<file path="src/rtl/rm_pkg.sv">
// rtl/rm_pkg.sv - shared types, defaults and helpers for the runtime-monitor verdict path
package rm_pkg;

    localparam int RM_NUM_PROPS    = 4;
    localparam int RM_ACC_PER_PROP = 4;
    localparam int RM_CNT_W        = 16;
    localparam bit RM_HALT_ON_VIOL = 1'b0;

    typedef enum logic [1:0] {
        RM_IDLE   = 2'd0,
        RM_ACTIVE = 2'd1,
        RM_HALTED = 2'd2
    } rm_state_e;

    // Increment that sticks at the all-ones value of an i_w-bit counter (i_w <= 32).
    function automatic logic [31:0] rm_sat_inc(input logic [31:0] i_val, input int i_w);
        logic [31:0] w_max;
        w_max = (i_w >= 32) ? 32'hFFFF_FFFF : ((32'd1 << i_w) - 32'd1);
        return (i_val >= w_max) ? w_max : (i_val + 32'd1);
    endfunction

endpackage

</file>
<file path="src/rtl/rm_sat_counter.sv">
// rtl/rm_sat_counter.sv - saturating up-counter with synchronous clear
// A clear in the same cycle as an increment yields 1: clear first, then count.
module rm_sat_counter
    import rm_pkg::*;
#(
    parameter int CNT_W = RM_CNT_W
) (
    input  logic             i_clk,
    input  logic             i_rst_n,
    input  logic             i_inc,
    input  logic             i_clr,
    output logic [CNT_W-1:0] o_cnt
);

    logic [CNT_W-1:0] r_cnt;
    logic [CNT_W-1:0] w_base;

    assign w_base = i_clr ? '0 : r_cnt;

    always_ff @(posedge i_clk or negedge i_rst_n) begin
        if (!i_rst_n) begin
            r_cnt <= '0;
        end else if (i_inc) begin
            r_cnt <= CNT_W'(rm_sat_inc(32'(w_base), CNT_W));
        end else begin
            r_cnt <= w_base;
        end
    end

    assign o_cnt = r_cnt;

endmodule

</file>
<file path="src/rtl/ltl_verdict_collector.sv">
// rtl/ltl_verdict_collector.sv - per-property verdicts, sticky flags, hit counters, halt FSM and irq
// Optional first-violation timestamp output enabled by RM_VERDICT_TIMESTAMP_EN.
module ltl_verdict_collector
    import rm_pkg::*;
#(
    parameter int NUM_PROPS    = RM_NUM_PROPS,
    parameter int ACC_PER_PROP = RM_ACC_PER_PROP,
    parameter int CNT_W        = RM_CNT_W,
    parameter bit HALT_ON_VIOL = RM_HALT_ON_VIOL,
    localparam int SEL_W       = (NUM_PROPS > 1) ? $clog2(NUM_PROPS) : 1
) (
    input  logic                              i_clk,
    input  logic                              i_rst_n,
    input  logic                              i_run,
    input  logic                              i_hit_valid,
    input  logic [NUM_PROPS*ACC_PER_PROP-1:0] i_hits,
    input  logic                              i_clr,
    input  logic [NUM_PROPS-1:0]              i_clr_mask,
    input  logic [NUM_PROPS-1:0]              i_irq_mask,
    input  logic [SEL_W-1:0]                  i_cnt_sel,
    output logic [NUM_PROPS-1:0]              o_verdict,
    output logic [NUM_PROPS-1:0]              o_sticky,
    output logic                              o_first_valid,
    output logic [SEL_W-1:0]                  o_first_prop,
    output logic [CNT_W-1:0]                  o_sym_cnt,
    output logic [CNT_W-1:0]                  o_cnt_rdata,
    output logic                              o_halted,
    output logic                              o_irq
`ifdef RM_VERDICT_TIMESTAMP_EN
    ,
    output logic [CNT_W-1:0]                  o_first_ts
`endif
);

    rm_state_e            r_state;
    logic                 r_halted;
    logic [NUM_PROPS-1:0] r_verdict;
    logic [NUM_PROPS-1:0] r_sticky;
    logic                 r_first_valid;
    logic [SEL_W-1:0]     r_first_prop;
    logic                 r_irq;
`ifdef RM_VERDICT_TIMESTAMP_EN
    logic [CNT_W-1:0]     r_first_ts;
`endif

    logic                 w_accept;
    logic                 w_clr_all;
    logic                 w_any_verdict;
    logic                 w_capture;
    logic [NUM_PROPS-1:0] w_slice_hit;
    logic [NUM_PROPS-1:0] w_clr_bits;
    logic [SEL_W-1:0]     w_low;
    logic [CNT_W-1:0]     w_sym_cnt;
    logic [CNT_W-1:0]     w_hit_cnt [NUM_PROPS];
    logic [CNT_W-1:0]     w_rdata;

    assign w_accept      = i_hit_valid & i_run & (r_state == RM_ACTIVE);
    assign w_clr_all     = i_clr & (&i_clr_mask);
    assign w_clr_bits    = i_clr ? i_clr_mask : '0;
    assign w_any_verdict = |r_verdict;
    // A clear-all in the capture cycle re-arms the record before the new verdict is taken.
    assign w_capture     = w_any_verdict & (~r_first_valid | w_clr_all);

    for (genvar g = 0; g < NUM_PROPS; g++) begin : g_prop
        assign w_slice_hit[g] = |i_hits[g*ACC_PER_PROP +: ACC_PER_PROP];

        rm_sat_counter #(.CNT_W(CNT_W)) u_hit_cnt (
            .i_clk   (i_clk),
            .i_rst_n (i_rst_n),
            .i_inc   (w_accept & w_slice_hit[g]),
            .i_clr   (w_clr_all),
            .o_cnt   (w_hit_cnt[g])
        );
    end

    rm_sat_counter #(.CNT_W(CNT_W)) u_sym_cnt (
        .i_clk   (i_clk),
        .i_rst_n (i_rst_n),
        .i_inc   (w_accept),
        .i_clr   (w_clr_all),
        .o_cnt   (w_sym_cnt)
    );

    always_comb begin
        w_low = '0;
        for (int p = NUM_PROPS - 1; p >= 0; p--) begin
            if (r_verdict[p]) begin
                w_low = SEL_W'(p);
            end
        end
    end

    always_comb begin
        w_rdata = '0;
        if (int'(i_cnt_sel) < NUM_PROPS) begin
            w_rdata = w_hit_cnt[i_cnt_sel];
        end
    end

    always_ff @(posedge i_clk or negedge i_rst_n) begin
        if (!i_rst_n) begin
            r_state  <= RM_IDLE;
            r_halted <= 1'b0;
        end else begin
            case (r_state)
                RM_IDLE: begin
                    if (i_run) begin
                        r_state <= RM_ACTIVE;
                    end
                end
                RM_ACTIVE: begin
                    if (HALT_ON_VIOL && w_any_verdict) begin
                        r_state  <= RM_HALTED;
                        r_halted <= 1'b1;
                    end else if (!i_run) begin
                        r_state <= RM_IDLE;
                    end
                end
                RM_HALTED: begin
                    if (w_clr_all) begin
                        r_state  <= RM_IDLE;
                        r_halted <= 1'b0;
                    end
                end
                default: begin
                    r_state  <= RM_IDLE;
                    r_halted <= 1'b0;
                end
            endcase
        end
    end

    always_ff @(posedge i_clk or negedge i_rst_n) begin
        if (!i_rst_n) begin
            r_verdict     <= '0;
            r_sticky      <= '0;
            r_irq         <= 1'b0;
            r_first_valid <= 1'b0;
            r_first_prop  <= '0;
`ifdef RM_VERDICT_TIMESTAMP_EN
            r_first_ts    <= '0;
`endif
        end else begin
            r_verdict <= w_accept ? w_slice_hit : '0;
            // Set from the registered verdict wins over a same-cycle clear.
            r_sticky  <= (r_sticky & ~w_clr_bits) | r_verdict;
            r_irq     <= |(r_sticky & i_irq_mask);
            if (w_capture) begin
                r_first_valid <= 1'b1;
                r_first_prop  <= w_low;
`ifdef RM_VERDICT_TIMESTAMP_EN
                r_first_ts    <= w_sym_cnt;
`endif
            end else if (w_clr_all) begin
                r_first_valid <= 1'b0;
                r_first_prop  <= '0;
`ifdef RM_VERDICT_TIMESTAMP_EN
                r_first_ts    <= '0;
`endif
            end
        end
    end

    assign o_verdict     = r_verdict;
    assign o_sticky      = r_sticky;
    assign o_first_valid = r_first_valid;
    assign o_first_prop  = r_first_prop;
    assign o_sym_cnt     = w_sym_cnt;
    assign o_cnt_rdata   = w_rdata;
    assign o_halted      = r_halted;
    assign o_irq         = r_irq;
`ifdef RM_VERDICT_TIMESTAMP_EN
    assign o_first_ts    = r_first_ts;
`endif

endmodule

</file>
<file path="config.mk">
export PLATFORM = sky130hd
export DESIGN_NAME = ltl_verdict_collector
export DESIGN_NICKNAME = d
export VERILOG_FILES = /design/src/rtl/rm_pkg.sv /design/src/rtl/rm_sat_counter.sv /design/src/rtl/ltl_verdict_collector.sv
export SDC_FILE = /design/constraint.sdc
export NUM_CORES = 1
export LEC_CHECK = 0
export BUFFER_PORTS_ARGS = -buffer_cell sky130_fd_sc_hd__buf_4
export CORE_MARGIN = 5
export CORE_UTILIZATION = 30
export DETAILED_ROUTE_END_ITERATION = 10
export GPL_TIMING_DRIVEN = 0
export PLACE_DENSITY = 0.49
export SYNTH_ARGS = -nofsm -noshare
export SYNTH_HDL_FRONTEND = slang
export SYNTH_SLANG_ARGS = --single-unit
</file>
<file path="constraint.sdc">
create_clock -name i_clk -period 2.09 [get_ports i_clk]
set_clock_uncertainty 0.05 [all_clocks]
set_input_delay 0.418 -clock i_clk [delete_from_list [all_inputs] [get_ports i_clk]]
set_output_delay 0.418 -clock i_clk [all_outputs]
set_load 0.03 [all_outputs]
</file>
### Word level (Yosys, flattened, before mapping)

Cells that the tools add are included.

| word-level totals | value |
|---|---|
| register bits after elaboration | 95 |
| input port bits | 31 |
| output and inout bits | 45 |
| logic and storage cells | 88 |

| operators by class | value |
|---|---|
| add/subtract/negate cells | 5 |
| $lt $le $gt $ge | 6 |
| equal/unequal tests | 5 |
| multiplexer cells | 32 |
| bitwise gates (word level) | 16 |
| reductions and logical operators | 12 |

Operators with widths:

| kind | number |
|---|---|
| 16-bit two-way mux | 17 |
| 16-bit by 1-bit adder with 16-bit output, second input constant | 5 |
| 16-bit greater-or-equal comparator, second input constant | 5 |
| 16-bit binary-select mux with 2-bit select | 1 |
| 4-bit OR reduction | 6 |
| 2-bit two-way mux | 8 |
| 1-bit AND | 8 |
| 4-bit AND | 2 |
| 4-bit two-way mux | 2 |
| 2-bit one-hot mux with 3 select lines | 1 |
| 2-bit inequality test, second input constant | 2 |
| 4-bit NOT | 1 |
| 4-bit bitwise OR | 1 |
| 4-bit AND reduction | 1 |
| 3-bit greater-or-equal comparator, second input constant | 1 |
| 2-bit NOT with 3-bit output | 1 |
| 3-bit AND reduction | 1 |
| 2-bit by 1-bit equality test with 1-bit output, second input constant | 1 |
| 2-bit equality test, second input constant | 1 |
| 2-bit logical NOT | 1 |
| 1-bit two-way mux | 2 |
| 2-bit by 1-bit inequality test with 1-bit output, second input constant | 1 |
| 1-bit NOT | 2 |
| 1-bit one-hot mux with 2 select lines | 1 |
| 4 further kinds | 4 |

### Logic depth before layout (Yosys ltp)

Gate-level depths: netlist (run 1).

| depth | value |
|---|---|
| depth after elaboration | 6 |
| depth in mapped cells | 11 |
| depth with buffers taken out | 9 |

### Modules after synthesis

From an unflattened synthesis (run 1), not the netlist that was laid out.

| unflattened totals | value |
|---|---|
| cells, all modules | 533 |
| area total of the unflattened synthesis | 5,674.2 um^2 |

By module, submodules not included:

| module | times used | cells each | area each (um^2) |
|---|---|---|---|
| rm_sat_counter | 5 | 92 | 943.4 |
| ltl_verdict_collector | 1 | 73 | 957.2 |

### Worst setup path after synthesis (run 1)

Ideal clock, no wire load.

| path | value |
|---|---|
| kind | input to register |
| start | input port i_clr |
| end | register g_prop[3].u_hit_cnt.r_cnt[1] |
| data arrival time | 2.599 ns |
| required time | 1.976 ns |
| setup slack | -0.624 ns |
| cell stages on the path | 11 |
| buffers on the path | 3 |
| cell sequence | and4_1 -> nand2_1 -> clkbuf_1 -> clkbuf_1 -> and2_1 -> ha_1 -> nand4_2 -> or4_4 -> buf_6 -> a21oi_2 -> a21o_1 |

| between the ends | value |
|---|---|
| cells in the longest elaborated chain, start to end | 5 |
| elaborated cells on any way between the ends | 6 |
| those cells by class | 1 x add/sub; 1 x order compare; 3 x mux; 1 x bitwise |

Ends and longest elaborated chain:

| element | RTL line | RTL |
|---|---|---|
| from (decl) | ltl_verdict_collector.sv:17 | `input logic i_clr,` |
| 1-bit AND * | ltl_verdict_collector.sv:58 | `assign w_clr_all = i_clr & (&i_clr_mask);` |
| 16-bit two-way mux * | rm_sat_counter.sv:18 | `assign w_base = i_clr ? '0 : r_cnt;` |
| 16-bit by 1-bit adder with 16-bit output or 16-bit greater-or-equal comparator (tied branches) | rm_pkg.sv:19 | `return (i_val >= w_max) ? w_max : (i_val + 32'd1);` |
| 16-bit two-way mux | rm_pkg.sv:19 |  |
| 16-bit two-way mux * | rm_sat_counter.sv:23 | `end else if (i_inc) begin` |
| to (signal assigned) | rm_sat_counter.sv:24 | `r_cnt <= CNT_W'(rm_sat_inc(32'(w_base), CNT_W));` |
| to (signal assigned) | rm_sat_counter.sv:26 | `r_cnt <= w_base;` |
| to (decl) | rm_sat_counter.sv:15 | `logic [CNT_W-1:0] r_cnt;` |

Every way passes the cells marked *; elsewhere a longest branch is shown, timed or not.
A chain may end at the register's enable or synchronous reset.

### Final worst setup path (run 1)

| path | value |
|---|---|
| start | register g_prop[1].u_hit_cnt.r_cnt[3] |
| end | output port o_cnt_rdata[3] |

| between the ends | value |
|---|---|
| cells in the longest elaborated chain, start to end | 3 |

Ends and longest elaborated chain:

| element | RTL line | RTL |
|---|---|---|
| from (decl) | rm_sat_counter.sv:15 |  |
| from (signal assigned) | rm_sat_counter.sv:24 |  |
| from (signal assigned) | rm_sat_counter.sv:26 |  |
| 16-bit binary-select mux with 2-bit select | ltl_verdict_collector.sv:96 | `w_rdata = w_hit_cnt[i_cnt_sel];` |
| 16-bit two-way mux (implied by the code) (2 in series) | ltl_verdict_collector.sv:96 |  |
| to (decl) | ltl_verdict_collector.sv:26 | `output logic [CNT_W-1:0] o_cnt_rdata,` |

No other way between the ends. The select of a mux whose other input is x is not followed.

==> key figures, run 1 <==
Placed design
  • # port buffers: 72
  • DP Cell Count: 829
  • Gpl congestion: 0.833
  • HPWL Detailed: 12,300 um
  • DP Area: 6230 sq um

Clock network
  • CTS tree: built
  • Clock buffer depth: 2
  • Clock transition at the registers of the reported paths: 0.07 ns
  • Cts bufs inserted: 9
  • CTS root buf: clkbuf_16
  • Htree depth: 3
  • Clock latency on the worst-skew pair: 0.36 ns
  • Hold_buf cts: 0
  • Clk sinks: 93

Power
  • Internal Power: 3560 uW
  • Power Density: 774 nW/um^2
  • Clock network power share: 31.8%
  • Sequential share of power: 43.0%
  • Power Total: 5360 uW
  • Static leakage: 0.00294 uW
  • Switching Fraction: 33.6%
  • Worst VDD drop: 411 uV
  • Combinational fraction of design power: 25.2%
  • Sw power: 1800 uW

Floorplan
  • # rows: 48
  • # IOs: 76
  • Die Width: 143 um
  • Initial core utilization: 30.6%
  • Core ar.: 17,300 sq um
  • Die Y: 143 um
  • Total die area: 20,400 sq um

Synth
  • Mapped Nets: 568
  • Mapped Area: 5300 sq um
  • EDFF count, synth: 0
  • Mapped Avg Cell Area: 9.96 sq um
  • Leading post-synthesis cells by cell area: dfrtp_1, mux4_2, xor2_1
  • Yosys warns: 0
  • Seq cells post-synth: 93
  • Synth Flop Type: dfrtp_1
  • Largest area contributor in the netlist: dfrtp_1
  • Synth cell types: 57
  • Sequential element share of the synthesized area: 43.9%
  • Cells after synthesis: 532
  • Top-area cell type share of the netlist area: 43.9%
  • Asr flop ratio synth: 100%

Min path
  • Hold WC Path Type: input pin to asynchronous set/reset pin

Routing
  • # DRC: 0
  • Average wire per cell in the routed design: 19.7 um
  • Final wirelength: 17,000 um
  • Detailed Routing Iterations Pass 1: 4
  • Vias: 4,623
  • Iteration-0 DRC Markers: 348
  • DR vias/cell: 5.36
  • Post-route ant nets: 0

Layout
  • Final Util: 40.0%
  • Design Area, Final: 6930 sq um
  • Share of cells above drive strength 1: 31.2%
  • Fill cells: 1,723
  • Footprint of the multi-input gates: 3090 sq um
  • Post-Layout Cell Count: 862
  • Reg area: 2330 sq um
  • Fin nets: 668
  • Layout area overhead: 30.7%
  • ANT cells: 0

Setup path
  • CP Max Fanout: 5
  • Critical path required time: 1.62 ns
  • Kind of critical path: flip-flop to output port
  • Critical Path End Type: output port
  • WP data arrival: 1.59 ns
  • Critical Path Source Type: flip-flop

GRT
  • Vias in the first global route: 4,710
  • Largest net degree at the start of global routing: 94
  • Grt total ovfl: 0
  • Global Route Usage Sum: 17.2%
  • Initial antenna violation count: 0
  • First-pass GRT wire length: 27,000 um

Run status
  • Status: finished clean

Timing
  • Min cycle time layout: 2.06 ns
  • Fmax: 0.485 GHz
  • Slew margin rel.: 38.3%
  • RSZ-0062 raised after global routing: yes
  • Final setup vio count: 0
  • Final Cycle Share: 98.6%
  • Setup TNS: 0 ns
  • Max-slew violations: 0
  • Final hold violations: 0
  • Worst Max-Slew Pin Slew: 0.918 ns

Flow run
  • Max-cap violation count: 0
[layout by cell type, fill, tap and decap left out, types with 4 or more instances in the layout]
cell,count
a21o_1,4
a21oi_1,31
a22oi_1,4
a31oi_1,4
a41oi_1,6
and2_1,5
and2_4,9
and3_1,10
and4_1,9
buf_4,91
buf_6,5
clkbuf_1,6
clkbuf_16,11
clkbuf_2,4
dfrtp_1,91
ha_4,5
inv_1,8
mux4_2,15
nand2_1,44
nand2b_1,4
nand3_1,36
nand4_1,17
nor2_1,32
nor3_1,17
nor4_1,4
nor4_2,5
nor4_4,7
o211a_1,4
o21ai_0,21
o21ai_1,11
xnor2_1,23
xor2_1,25
[final cells by class]
type                       instances  area share [%]
buffer                            23            2.67
clock buffer                       9            3.25
clock inverter                     7            1.05
inverter                           9           0.488
multi-input combinational        404            44.7
sequential                        93            33.6
tap                              225            4.06
timing repair buffer              92            10.2
[registers in the layout, summed over array words and instances, names as in the netlist]
register	flops
g_prop.u_hit_cnt.o_cnt	64
u_sym_cnt.o_cnt	16
o_sticky	4
o_verdict	4
o_first_prop	2
o_first_valid	1
o_irq	1
r_state	1
[metal layers]
metal  vias to the layer above  track usage (%)  share of wire (%)
met5                         -                0                  0
met4                         0             5.65               0.98
met3                         8             2.55                5.2
met2                       100             27.3                 48
met1                      2339             24.1                 45
li1                       2176                -                  -
[stage by stage]
step                      setup WS (ns)  hold WS (ns)
final                            0.0297        0.0803
after global routing            -0.0563         0.199
after CTS                       0.00988         0.214
after detailed placement         -0.952         0.462
after global placement           -0.924         0.448
after floorplan                  -0.218        0.0724
[worst paths after layout]
| path | cells after the start | endpoint | startpoint | slack (ns) |
|---|---|---|---|---|
| min in group i_clk | 2 | r_state[0]$_DFFE_PN0P_ | i_run | 0.22 |
| setup reg to reg | 5 | u_sym_cnt.o_cnt[0]$_DFF_PN0_ | u_sym_cnt.o_cnt[5]$_DFF_PN0_ | 0.11 |
| setup / recovery | 2 | o_cnt_rdata[3] | g_prop[1].u_hit_cnt.o_cnt[3]$_DFF_PN0_ | 0.03 |
| hold / removal | 1 | o_verdict[0]$_DFF_PN0_ | i_rst_n | 0.08 |
| max in group asynchronous | 1 | g_prop[3].u_hit_cnt.o_cnt[3]$_DFF_PN0_ | i_rst_n | 1.22 |
| hold reg to reg | 1 | o_sticky[3]$_DFF_PN0_ | o_sticky[3]$_DFF_PN0_ | 0.47 |
[cells by family (layout without fill, tap and decap cells)]
kind of cell	count (synthesis)	after routing	share of synthesized area, %
AOI/OAI and AO/OA	103	103	12.0
xor gates and xnor gates	48	48	7.93
adders and majority gates	5	5	1.18
buffers and inverters	35	140	3.12
DFF	93	93	43.9
muxes	19	19	7.44
other	1	1	0.0708
and+or+nand+nor	228	228	24.3
[power groups by stage]
stage | sequential [uW] | clock, uW | combinational [uW]
after floorplan | 2340 | 0 | 659
after global placement | 2300 | 0 | 1140
after detailed placement | 2310 | 0 | 1170
after CTS | 2290 | 1730 | 1280
after global routing | 2340 | 1810 | 1470
final | 2300 | 1710 | 1350
[worst max-delay path: stages, from the launching register on]
cell     delay, ns
dfrtp_1       0.46
mux4_1        0.58
buf_4         0.20
[cell usage after synthesis, types with 12 or more instances]
cell / count
and2_1: 14
nand3_1: 40
nor3_1: 19
a21oi_1: 31
dfrtp_1: 93
xnor2_1: 23
nor2_1: 34
o21ai_0: 33
nand2_1: 47
and3_1: 12
nand4_1: 17
xor2_1: 25
clkbuf_1: 17
mux4_2: 15
[repair_timing]
item | CTS | global route
pin swaps | 11 | 17
setup buffers | 16 | 4
gates resized for setup | 29 | 33
setup endpoints to repair | 73 | 55
(Power assumes the default switching activity.)
==> inputs of run 2 (changes only) <==
--- a/config.mk
+++ b/config.mk
@@ -10,7 +10,8 @@
 export CORE_UTILIZATION = 30
 export DETAILED_ROUTE_END_ITERATION = 10
 export GPL_TIMING_DRIVEN = 0
-export PLACE_DENSITY = 0.49
+export PLACE_DENSITY = 0.47
+export REMOVE_ABC_BUFFERS = 1
 export SYNTH_ARGS = -nofsm -noshare
 export SYNTH_HDL_FRONTEND = slang
 export SYNTH_SLANG_ARGS = --single-unit
==> constraint.sdc (replaced) <==
create_clock -name i_clk -period 2.65 [get_ports i_clk]
set_clock_uncertainty 0.05 [all_clocks]
set_input_delay 0.53 -clock i_clk [delete_from_list [all_inputs] [get_ports i_clk]]
set_output_delay 0.53 -clock i_clk [all_outputs]
set_load 0.03 [all_outputs]
==> run 2 against run 1 <==
Compared with the run above: combinational power decreased by 36%; largest cell class unchanged; setup slack improved by 0.098 ns; wire length decreased by 13%.
==> key figures, run 2 (synthesis results as in run 1) <==
Setup path
  • WP data arrival: 2.75 ns (+1.16 ns)
  • CP Max Fanout: 25 (+20)
  • Kind of critical path: input pin to flip-flop
  • Critical Path End Type: flip-flop
  • Critical Path Source Type: input pin
  • Critical path required time: 2.88 ns (+1.26 ns)
  • R2r setup slk: 0.28 ns (+0.17 ns)
  • CP startpoint: i_clr
  • R2r startpoint: r_state[0]$_DFFE_PN0P_

Floorplan
  • # rows: 48 (unchanged)
  • Initial core utilization: 30.6% (unchanged)
  • # IOs: 76 (unchanged)
  • Die Width: 143 um (unchanged)
  • Die Y: 143 um (unchanged)
  • Total die area: 20,400 sq um (unchanged)
  • Core ar.: 17,300 sq um (unchanged)

Timing
  • Max-slew violations: 0 (unchanged)
  • Final Cycle Share: 95.2%
  • Worst Max-Slew Pin Slew: 1.18 ns (+0.264 ns)
  • Final hold violations: 0 (unchanged)
  • Min cycle time layout: 2.52 ns
  • RSZ-0062 raised after global routing: no
  • Final setup vio count: 0 (unchanged)
  • Fmax: 0.396 GHz
  • Slew margin rel.: 20.5% (-18 points)
  • Hold WS: 0.230 ns (+0.150 ns)

Clock network
  • Clock buffer depth: 2 (unchanged)
  • CTS tree: built
  • Clk sinks: 93 (unchanged)
  • Clock latency on the worst-skew pair: 0.34 ns (-0.02 ns)
  • Cts bufs inserted: 9 (unchanged)
  • Clock transition at the registers of the reported paths: 0.06 ns (about the same)
  • CTS root buf: clkbuf_16
  • Htree depth: 3 (unchanged)

Routing
  • DR vias/cell: 5.34 (-0.47%)
  • # DRC: 0 (unchanged)
  • Average wire per cell in the routed design: 17.9 um (-9.1%)
  • Final wirelength: 14,800 um (-13%)
  • Vias: 4,420 (-4.4%)
  • Iteration-0 DRC Markers: 296 (-15%)
  • Post-route ant nets: 0 (unchanged)
  • Detailed Routing Iterations Pass 1: 4 (unchanged)

Layout
  • Max reg flops: 64 (unchanged)
  • Fill cells: 1,723 (unchanged)
  • Post-Layout Cell Count: 828 (-3.9%)
  • Layout area overhead: 22.7%
  • Commonest non-fill, non-tap cell in the layout: dfrtp_1
  • ANT cells: 0 (unchanged)
  • Most frequent cells in the layout: dfrtp_1, buf_4, nand2_1
  • Final Util: 37.6% (-2.5 points)
  • Fin nets: 635 (-4.9%)
  • Share of cells above drive strength 1: 22.9% (-8.4 points)

Power
  • Static leakage: 0.00275 uW (-6.4%)
  • Power Density: 636 nW/um^2 (-18%)
  • Power Total: 4130 uW (-23%)
  • Worst VDD drop: 325 uV (-21%)

GRT
  • Global Route Usage Sum: 15.0% (-2.2 points)
  • Vias in the first global route: 4,354 (-7.6%)
  • First-pass GRT wire length: 24,200 um (-10%)
  • Grt total ovfl: 0 (unchanged)
  • Largest net degree at the start of global routing: 94 (unchanged)
  • Initial antenna violation count: 0 (unchanged)

Flow run
  • Max-cap violation count: 0 (unchanged)

Min path
  • Hold WC Path Type: input pin to asynchronous set/reset pin

Run status
  • Status: finished clean

Placed design
  • # port buffers: 74 (+2.8%)
  • HPWL Detailed: 11,000 um (-11%)
  • DP Cell Count: 808 (-2.5%)
  • Gpl congestion: 0.853 (+2.5%)
run 2: cell count changes in the layout (fill, tap and decap cells not counted), sizes merged:
| cell | delta |
|---|---|
| inv | -2 |
| bufinv | +2 |
| buf | -18 |
| clkbuf | -14 |
| clkinvlp | -2 |
run 2: what timing repair did:
item	CTS	global route
pin swaps	1	2
setup endpoints to repair	64	51
gates resized for setup	5	4
hold buffers	0	0
setup buffers	1	4
run 2: path summary, 6_finish.rpt:
kind | to | cells after the start
max | g_prop[3].u_hit_cnt.o_cnt[1]$_DFF_PN0_ | 10
min | u_sym_cnt.o_cnt[5]$_DFF_PN0_ | 1
max reg2reg | g_prop[2].u_hit_cnt.o_cnt[7]$_DFF_PN0_ | 5
min reg2reg | o_sticky[1]$_DFF_PN0_ | 1
max in group asynchronous | g_prop[0].u_hit_cnt.o_cnt[2]$_DFF_PN0_ | 1
min in group i_clk | r_state[0]$_DFFE_PN0P_ | 1
run 2: metal layers:
layer / up-vias / global-route usage, % / wire length, um
li1: 2100 / - / -
met1: 2222 / 20.7 / 6770
met2: 84 / 24.3 / 7170
met3: 14 / 1.81 / 604
met4: 0 / 5.50 / 276
met5: - / 0 / 0
run 2: metrics by stage:
step / TNS (ns) / area (sq um) / setup slack, ns
5_1_grt: 0 / 6500 / 0.0140
6_report: 0 / 6500 / 0.128
3_5_place_dp: -46.21 / 6090 / -1.07
4_1_cts: 0 / 6450 / 0.0196
2_1_floorplan: -42.71 / 5170 / -0.816
3_3_place_gp: -197.12 / 6010 / -3.16
run 2: final cells by class:
class                   instances  area, sq um  area share (%)
flip-flops and latches         93         2330            35.8
inverters                       9         33.8           0.520
repair buffers                 82          672            10.3
multi-input cells             404         2860            44.0
clock inverters                 5          100            1.54
clock buffers                  10          229            3.52
well taps                     225          282            4.33
run 2: power breakdown:
group | leakage (uW) | internal (uW) | switching (uW) | total [uW]
Sequential | 0.00124 | 1570 | 241 | 1820
Clock | 0.000162 | 914 | 544 | 1460
Combinational | 0.00135 | 380 | 480 | 860
Total | 0.00275 | 2870 | 1270 | 4130
run 2: worst max-delay path, cell delays in order:
cell	delay [ns]
buf_4	0.13
and4_1	0.26
nand2_4	0.16
buf_16	0.18
and2_1	0.16
ha_1	0.23
nand4_2	0.24
or4_4	0.62
a21oi_2	0.14
a21o_1	0.09
==> inputs of run 3 (changes only) <==
--- a/config.mk
+++ b/config.mk
@@ -10,8 +10,9 @@
 export CORE_UTILIZATION = 30
 export DETAILED_ROUTE_END_ITERATION = 10
 export GPL_TIMING_DRIVEN = 0
-export PLACE_DENSITY = 0.47
+export PLACE_DENSITY_LB_ADDON = 0.1
 export REMOVE_ABC_BUFFERS = 1
+export SLEW_MARGIN = 15
 export SYNTH_ARGS = -nofsm -noshare
 export SYNTH_HDL_FRONTEND = slang
 export SYNTH_SLANG_ARGS = --single-unit
==> run 3 against run 2 <==
Compared with the run above: critical path depth fell by 1; total power fell by 4.4%; setup slack improved by 0.022 ns; largest cell class unchanged; cell area fell by 0.90%.
==> key figures, run 3 (synthesis results as in run 1) <==
Run status
  • Status: finished clean

Layout
  • Most frequent cells in the layout: dfrtp_1, buf_4, nand2_1
  • Design Area, Final: 6440 sq um (-0.90%)
  • Fin nets: 634 (-0.16%)
  • Fill cells: 1,779 (+3.3%)
  • Share of cells above drive strength 1: 22.9% (unchanged)
  • Final Util: 37.3% (-0.34 points)
  • Layout area overhead: 21.6%
  • Reg area: 2330 sq um (unchanged)
  • ANT cells: 0 (unchanged)
  • Commonest non-fill, non-tap cell in the layout: dfrtp_1
  • Max reg flops: 64 (unchanged)
  • Footprint of the multi-input gates: 2870 sq um (+0.31%)

GRT
  • Grt total ovfl: 0 (unchanged)
  • Vias in the first global route: 4,542 (+4.3%)
  • First-pass GRT wire length: 24,800 um (+2.8%)
  • Largest net degree at the start of global routing: 94 (unchanged)
  • Initial antenna violation count: 0 (unchanged)
  • Global Route Usage Sum: 15.5% (+0.52 points)

Setup path
  • CP Max Fanout: 41 (+64%)
  • R2R cell count: 5 (unchanged)
  • Critical Path Source Type: input pin
  • Kind of critical path: input pin to flip-flop
  • R2R Path End: g_prop[2].u_hit_cnt.o_cnt[15]$_DFF_PN0_
  • Critical path required time: 2.89 ns (about the same)
  • WP buf/inv: 1 (-1)
  • Critical Path End Type: flip-flop
  • Crit path depth: 9 (-1)
  • CP startpoint: i_clr
  • CP cell instances: buf_4, and4_1, nand2_8, and2_1, ha_1, nand4_2, or4_4, a21oi_2, a21o_1
  • R2r setup slk: 0.23 ns (-0.05 ns)
  • R2r startpoint: r_state[0]$_DFFE_PN0P_
  • Max stage delay on crit path: 0.62 ns (about the same)
  • WP data arrival: 2.74 ns (about the same)
  • Capture point of the worst path: g_prop[3].u_hit_cnt.o_cnt[1]$_DFF_PN0_
  • Slowest cell on crit path: or4_4
  • Critical path's top delay family: simple AND/OR/NAND/NOR gates

Floorplan
  • Die Y: 143 um (unchanged)
  • Initial core utilization: 30.6% (unchanged)
  • Core ar.: 17,300 sq um (unchanged)
  • Die Width: 143 um (unchanged)
  • # IOs: 76 (unchanged)
  • Total die area: 20,400 sq um (unchanged)
  • # rows: 48 (unchanged)

Routing
  • Detailed Routing Iterations Pass 1: 4 (unchanged)
  • Final wirelength: 15,300 um (+3.5%)
  • DR vias/cell: 5.29 (-0.97%)
  • Average wire per cell in the routed design: 18.5 um (+3.5%)
  • Post-route ant nets: 0 (unchanged)
  • # DRC: 0 (unchanged)
  • Iteration-0 DRC Markers: 302 (+2.0%)
  • Vias: 4,377 (-0.97%)

Clock network
  • Clock transition at the registers of the reported paths: 0.07 ns (about the same)
  • Cts bufs inserted: 9 (unchanged)
  • CTS root buf: clkbuf_16
  • Clk sinks: 93 (unchanged)
  • Htree depth: 3 (unchanged)
  • Clock buffer depth: 2 (unchanged)
  • Clock latency on the worst-skew pair: 0.35 ns (about the same)
  • CTS tree: built

Power
  • Worst VDD drop: 334 uV (+2.7%)
  • Static leakage: 0.00272 uW (-1.3%)
  • Power Density: 613 nW/um^2 (-3.5%)

Timing
  • Final setup vio count: 0 (unchanged)
  • Min cycle time layout: 2.50 ns (-0.0225 ns)
  • Slew margin rel.: 17.6% (-2.9 points)
  • Fmax: 0.400 GHz (+0.90%)
  • RSZ-0062 raised after global routing: yes
  • Worst Max-Slew Pin Slew: 1.23 ns (+0.0434 ns)
  • Final hold violations: 0 (unchanged)
  • Max-slew violations: 0 (unchanged)
  • Final Cycle Share: 94.3% (-0.85 points)

Placed design
  • Gpl congestion: 0.839 (-1.7%)
  • # port buffers: 74 (unchanged)
  • DP Area: 6070 sq um (-0.35%)
  • HPWL Detailed: 11,100 um (+0.94%)

Flow run
  • Max-cap violation count: 0 (unchanged)

Min path
  • Hold WC Path Type: input pin to asynchronous set/reset pin
## run 3: changes by cell type in the layout (fill, tap and decap cells not counted), sizes merged
| cell | before | now |
|---|---|---|
| clkinv | 3 | 4 |
| clkbuf | 10 | 13 |
| bufinv | 3 | 0 |
| buf | 82 | 81 |
## run 3: layer usage
metal / vias to the layer above / share of wire [%] / GRT usage, %
li1: 2103 / - / -
met1: 2169 / 46 / 20.7
met2: 81 / 48 / 24.9
met3: 24 / 3.0 / 2.11
met4: 0 / 2.9 / 7.50
met5: - / 0 / 0
## run 3: timing repair
| item | 4_1_cts | 5_1_grt |
|---|---|---|
| setup buffers | 2 | 3 |
| endpoints found under the setup margin | 63 | 38 |
| pin swaps | 1 | 1 |
| hold buffers | 0 | 0 |
| gates cloned | 0 | 0 |
| resized for setup | 3 | 6 |
## run 3: final cells by class
class / instances / share of cell area [%]
flip-flops and latches: 93 / 36.1
clock inverters: 3 / 0.291
clock buffers: 13 / 4.19
inverters: 9 / 0.524
repair buffers: 81 / 10.0
well taps: 225 / 4.37
multi-input cells: 404 / 44.5
## run 3: worst reg2reg max path, stage by stage, from the launching register on
cell     delay (ns)
dfrtp_1        0.33
nand3_1        0.62
nor4_2         0.84
nand3_1        0.17
xor2_1         0.17
o21ai_0        0.15
## run 3: through the flow
step           cells  hold WS, ns  setup TNS [ns]  power [uW]  setup WS [ns]
5_1_grt          828        0.239        -0.00508        4170       -0.00508
4_1_cts          825        0.239               0        4000         0.0554
3_3_place_gp     805        0.451         -203.03        2690          -3.24
6_report         828        0.216               0        3950          0.150
2_1_floorplan    506        0.184          -42.71        2320         -0.816
3_5_place_dp     807        0.461          -42.77        2710          -1.07
## run 3: how the worst min path moves through the flow
stage                          start                                      to  cells after the start
2_1_floorplan                i_rst_n  g_prop[0].u_hit_cnt.o_cnt[0]$_DFF_PN0_                      0
3_3_place_gp   o_sticky[3]$_DFF_PN0_                   o_sticky[3]$_DFF_PN0_                      1
3_5_place_dp   o_sticky[0]$_DFF_PN0_                   o_sticky[0]$_DFF_PN0_                      1
4_1_cts                        i_run                  r_state[0]$_DFFE_PN0P_                      1
5_1_grt                        i_run                  r_state[0]$_DFFE_PN0P_                      1
6_report                     i_rst_n             o_first_prop[1]$_DFFE_PN0P_                      1
## run 3: report_power, final
part,switching (uW),internal [uW]
Clock,559,713
Combinational,482,377
Sequential,246,1570
Total,1290,2660
